--- config.mk ---
export PLATFORM = sky130hd
export DESIGN_NAME = gray_code_counter
export DESIGN_NICKNAME = d
export VERILOG_FILES = /design/src/rtl/gray_code_counter.sv
export SDC_FILE = /design/constraint.sdc
export NUM_CORES = 1
export LEC_CHECK = 0
export CORE_MARGIN = 8
export CORE_UTILIZATION = 43
export CTS_BUF_LIST = sky130_fd_sc_hd__clkbuf_8
export CTS_CLUSTER_SIZE = 40
export DETAILED_ROUTE_END_ITERATION = 6
export GPL_TIMING_DRIVEN = 0
export PLACE_DENSITY = 0.69
export SYNTH_ARGS = -nofsm -noshare
export SYNTH_HDL_FRONTEND = slang
export SYNTH_SLANG_ARGS = --single-unit
export TNS_END_PERCENT = 20
--- constraint.sdc ---
create_clock -name clk -period 3.05 [get_ports clk]
set_clock_uncertainty 0.15 [all_clocks]
set_input_delay 0.7625 -clock clk [delete_from_list [all_inputs] [get_ports clk]]
set_output_delay 0.7625 -clock clk [all_outputs]
set_load 0.01 [all_outputs]
--- src/rtl/gray_code_counter.sv ---
// ---------------------------------------------------------------------------
// gray_code_counter
//
// Purpose:
//   Binary up/down counter that emits the Gray encoding of each count value
//   as a registered beat under a valid/ready handshake. Each beat also
//   carries the binary value it was derived from, so a downstream
//   Gray-to-binary converter can be checked beat-for-beat. A parallel load
//   repositions the count. A wrap flag marks the last beat before the count
//   rolls over in the current direction.
//
// Parameters:
//   WIDTH      count, Gray and binary width (>= 2)
//
// Ports:
//   clk        in   1      sole clock, rising edge
//   rst_n      in   1      synchronous active-low reset
//   en         in   1      request to emit current count and advance
//   up_dn      in   1      1 = count up, 0 = count down (used on step)
//   load       in   1      parallel load of count, priority over en
//   load_val   in   WIDTH  binary value loaded when load = 1
//   out_valid  out  1      gray_out/bin_out/wrap hold a beat
//   out_ready  in   1      downstream accepts when out_valid & out_ready
//   gray_out   out  WIDTH  Gray code of emitted count
//   bin_out    out  WIDTH  binary value of emitted count
//   wrap       out  1      beat is the last before the count wraps
// ---------------------------------------------------------------------------
module gray_code_counter #(
  parameter int WIDTH = 8
) (
  input  logic             clk,
  input  logic             rst_n,
  input  logic             en,
  input  logic             up_dn,
  input  logic             load,
  input  logic [WIDTH-1:0] load_val,
  output logic             out_valid,
  input  logic             out_ready,
  output logic [WIDTH-1:0] gray_out,
  output logic [WIDTH-1:0] bin_out,
  output logic             wrap
);

  localparam logic [WIDTH-1:0] ALL_ONES = {WIDTH{1'b1}};
  localparam logic [WIDTH-1:0] ALL_ZERO = {WIDTH{1'b0}};
  localparam logic [WIDTH-1:0] ONE      = {{(WIDTH-1){1'b0}}, 1'b1};

  // Binary to reflected Gray code: each bit is the XOR of itself and the
  // next more significant bit.
  function automatic logic [WIDTH-1:0] bin2gray(input logic [WIDTH-1:0] b);
    bin2gray = b ^ (b >> 1);
  endfunction

  // State registers
  logic [WIDTH-1:0] cnt_r;
  logic [WIDTH-1:0] gray_r;
  logic [WIDTH-1:0] bin_r;
  logic             wrap_r;
  logic             valid_r;

  // Next-state values
  logic [WIDTH-1:0] cnt_s;
  logic [WIDTH-1:0] gray_s;
  logic [WIDTH-1:0] bin_s;
  logic             wrap_s;
  logic             valid_s;

  // Handshake qualifiers
  logic             accept_s;
  logic             slot_free_s;
  logic             step_s;

  // Handshake decode: the output slot may be refilled when it is empty or
  // when the current beat is being taken this cycle.
  always_comb begin
    accept_s    = valid_r & out_ready;
    slot_free_s = ~valid_r | out_ready;
    step_s      = en & slot_free_s & ~load;
  end

  // Next-state selection in priority order load > step > drain > hold.
  always_comb begin
    cnt_s   = cnt_r;
    gray_s  = gray_r;
    bin_s   = bin_r;
    wrap_s  = wrap_r;
    valid_s = valid_r;
    if (load) begin
      // A pending beat is flushed even if it is accepted this same cycle.
      cnt_s   = load_val;
      wrap_s  = 1'b0;
      valid_s = 1'b0;
    end else if (step_s) begin
      // The emitted beat is always the current count; up_dn only picks the
      // increment applied afterwards.
      gray_s  = bin2gray(cnt_r);
      bin_s   = cnt_r;
      valid_s = 1'b1;
      if (up_dn) begin
        wrap_s = (cnt_r == ALL_ONES);
        cnt_s  = cnt_r + ONE;
      end else begin
        wrap_s = (cnt_r == ALL_ZERO);
        cnt_s  = cnt_r - ONE;
      end
    end else if (accept_s) begin
      // Drain: data registers keep their last values, only valid drops.
      valid_s = 1'b0;
    end else begin
      valid_s = valid_r;
    end
  end

  // State update with synchronous active-low reset; reset discards any beat.
  always_ff @(posedge clk) begin
    if (!rst_n) begin
      cnt_r   <= ALL_ZERO;
      gray_r  <= ALL_ZERO;
      bin_r   <= ALL_ZERO;
      wrap_r  <= 1'b0;
      valid_r <= 1'b0;
    end else begin
      cnt_r   <= cnt_s;
      gray_r  <= gray_s;
      bin_r   <= bin_s;
      wrap_r  <= wrap_s;
      valid_r <= valid_s;
    end
  end

  assign out_valid = valid_r;
  assign gray_out  = gray_r;
  assign bin_out   = bin_r;
  assign wrap      = wrap_r;

endmodule

==> results_dict.tcl <==
set metrics [dict create \
    status "completed" \
    setup_violations 0 \
    finalHoldViolations 0 \
    cts_made_buffers 3 \
    grt_pass1_vias 1388 \
    num_rows 21 \
    swShare 0.302 \
    netlist_instances 184 \
    antenna_found_initial 0 \
    synth_seq_cells 25 \
    grt_first_pass_wirelength_um 6220 \
    synth_edf_count 0 \
    post-place-ws_ps -166 \
    vias_per_cell 5.23 \
    path_clk_slew_ps 90 \
    post_cts_buffers 0 \
    p_int_mw 0.534 \
    rrSetupSlack_ps 940 \
    diodes 0 \
    synth_top_area_frac 0.337 \
    synth.distinct_cells 39 \
    p_sw_mw 0.231 \
    slew_violations 0 \
    cp-startpoint "up_dn" \
    layout.nets 248 \
    holdWs_ps 309 \
    gr-total-overflow 0 \
    reg2reg_to "cnt_r[6]$_SDFFE_PN0P_" \
    place_hpwl_um 2850 \
    io_buffer_count 30 \
    yosys_warnings 0 \
    fp.dieArea_mm2 0.00559 \
    worst_skew_pair.late_latency_ps 270 \
    syn-num-nets 213 \
    finalCritPeriodShare 0.942 \
    crit_path_max_incr_delay_ps 540 \
    cts_tree "done" \
    finalCriticalPeriod_ps 2870 \
    cts_hold_buffers 0 \
    firstDrtPassIters 4 \
    fin_ws_ps 176 \
    synth_area_per_cell_um2 8.07 \
    r2r-start "cnt_r[0]$_SDFFE_PN0P_" \
    ios 32 \
    final_cell_mix "nand2_1 (34), clkdlybuf4s50_1 (30), dfxtp_1 (25)" \
    place_congestion 0.891 \
    rsz0062_at_grt "no" \
    synthArstFlopShare 0 \
    synth-main-ff-cell "dfxtp_1" \
    cts_buffer_depth 2 \
    die_h_um 74.8 \
    root_buffer "clkbuf_8" \
    seq_power_share 0.482 \
    cp-end-kind "flip-flop" \
    arrival_ps 2890 \
    cp_max_fo 8 \
    cap_violations 0 \
    power_leakage_nw 0.732 \
    start_util 0.445 \
    cp_num_cells 7 \
    drtAntennaViolNets 0 \
    slowest_stage "clkdlybuf4s50_1" \
    first_iter_violations 83 \
    critical_path.cell_chain "clkdlybuf4s50_1, inv_2, fa_1, a21oi_1, o21ai_0, a2111oi_2, and4b_1" \
    path_buf_inv 2 \
    netlist_area_mm2 0.00149 \
    crit_type "input port to flip-flop" \
    design.core.area_mm2 0.00334 \
    die_w_um 74.8 \
    cts.htree.levels 1 \
    seq_area_frac_synth 0.337 \
    wl_per_cell_um 14.0 \
    layout_commonest_cell "nand2_1" \
    drive_gt1_frac 0.0688 \
    hp-start "bin_out[1]$_SDFFE_PN0P_" \
    grt_max_degree 16 \
    worstHoldPathType "flip-flop to flip-flop" \
    crit_end "cnt_r[6]$_SDFFE_PN0P_" \
    num_vias 1382 \
    power_density_mw_per_mm2 404 \
    required_ps 3070 \
    critPathLaunchType "input port" \
    fmax_ghz 0.348 \
    relSlewSlack 0.720 \
    drt_drc_violations_left 0 \
    synth.largest_area_cell "dfxtp_1" \
    p_clk_frac 0.265 \
    area.growth.synth_to_final_pct 27.4 \
    pwr-share-comb 0.253 \
    ir_worst_vdd_mv 0.163 \
    fin_total_pwr_mw 0.765 \
    wirelength_um 3710 \
    max_slew.worst_pin.slew_ps 419 \
    synthTopCellsByArea "dfxtp_1 (34%), ha_1 (12%), nand2_1 (8.6%)" \
    cts.sink_count 25 \
    crit_family "compound AO/OA/AOI/OAI gates" \
    r2r_cells 5 \
    grtUsageTotal 0.141 \
    cts.repair.resized 0 \
    fillerInstances 338 \
]
final cells by class:
| cell class | instances | area, um^2 | share of cell area |
|---|---|---|---|
| multi-input cells | 136 | 881 | 0.466 |
| flip-flops and latches | 25 | 500 | 0.265 |
| repair buffers | 30 | 300 | 0.159 |
| plain buffers | 11 | 58.8 | 0.0311 |
| well taps | 46 | 57.6 | 0.0304 |
| inverters | 12 | 45.0 | 0.0238 |
| clock buffers | 3 | 41.3 | 0.0218 |
| clock inverters | 1 | 7.51 | 0.00397 |
worst min path at each step:
stage / end / slack [ps] / depth (start not counted)
2_1_floorplan: gray_out[7]$_SDFFE_PN0P_ / 320 / 2
3_3_place_gp: bin_out[1]$_SDFFE_PN0P_ / 290 / 2
3_5_place_dp: bin_out[1]$_SDFFE_PN0P_ / 300 / 2
4_1_cts: bin_out[1]$_SDFFE_PN0P_ / 310 / 2
5_1_grt: bin_out[6]$_SDFFE_PN0P_ / 340 / 2
6_report: bin_out[1]$_SDFFE_PN0P_ / 310 / 2
state kept, by name (all words and copies together) (netlist names):
name	cells
gray_out	8
out_valid	1
wrap	1
cnt_r	8
bin_out	7
worst min-delay path, stage by stage, from the launching register on:
cell and delay, ps:
dfxtp_1 320, nand2_1 50, a21oi_1 50
kinds of logic after synthesis:
group	Yosys count	share of synthesized area
buffers and inverters	23	0.0699
and+or+nand+nor	64	0.205
DFF	25	0.337
adders and majority gates	15	0.131
AOI/OAI and AO/OA	49	0.208
xor gates and xnor gates	6	0.0354
muxes	2	0.0135
metal layers:
metal | GRT usage | wire (um)
met5 | 0 | 0
met4 | 0.0500 | 38
met3 | 0.0280 | 173
met2 | 0.238 | 1770
met1 | 0.173 | 1730
stage by stage:
stage / utilization / instance area [um^2] / TNS (ps) / instances
after global routing: 0.567 / 1890 / 0 / 264
after floorplan: - / 1490 / 0 / 184
final: 0.567 / 1890 / 0 / 264
after CTS: 0.567 / 1890 / 0 / 264
after detailed placement: 0.552 / 1840 / -166 / 260
after global placement: 0.552 / 1840 / -131 / 260
Yosys cell counts, types with 2 or more instances:
cell type	number
a211oi_1	4
a21oi_1	22
buf_2	5
clkbuf_1	4
dfxtp_1	25
ha_1	14
inv_1	10
mux2i_1	2
nand2_1	34
nand2b_1	3
nand4_1	3
nor2_1	7
nor2b_1	3
nor3_1	6
o21a_1	4
o21ai_0	8
o31a_1	2
or4_1	3
xnor2_1	5
power groups by stage:
stage          sequential [mW]  clock, mW  combinational [mW]
2_1_floorplan            0.375          0               0.120
3_3_place_gp             0.376          0               0.187
3_5_place_dp             0.377          0               0.191
4_1_cts                  0.369      0.210               0.193
5_1_grt                  0.373      0.218               0.216
6_report                 0.369      0.202               0.193
Power figures use the tool's default switching activity.
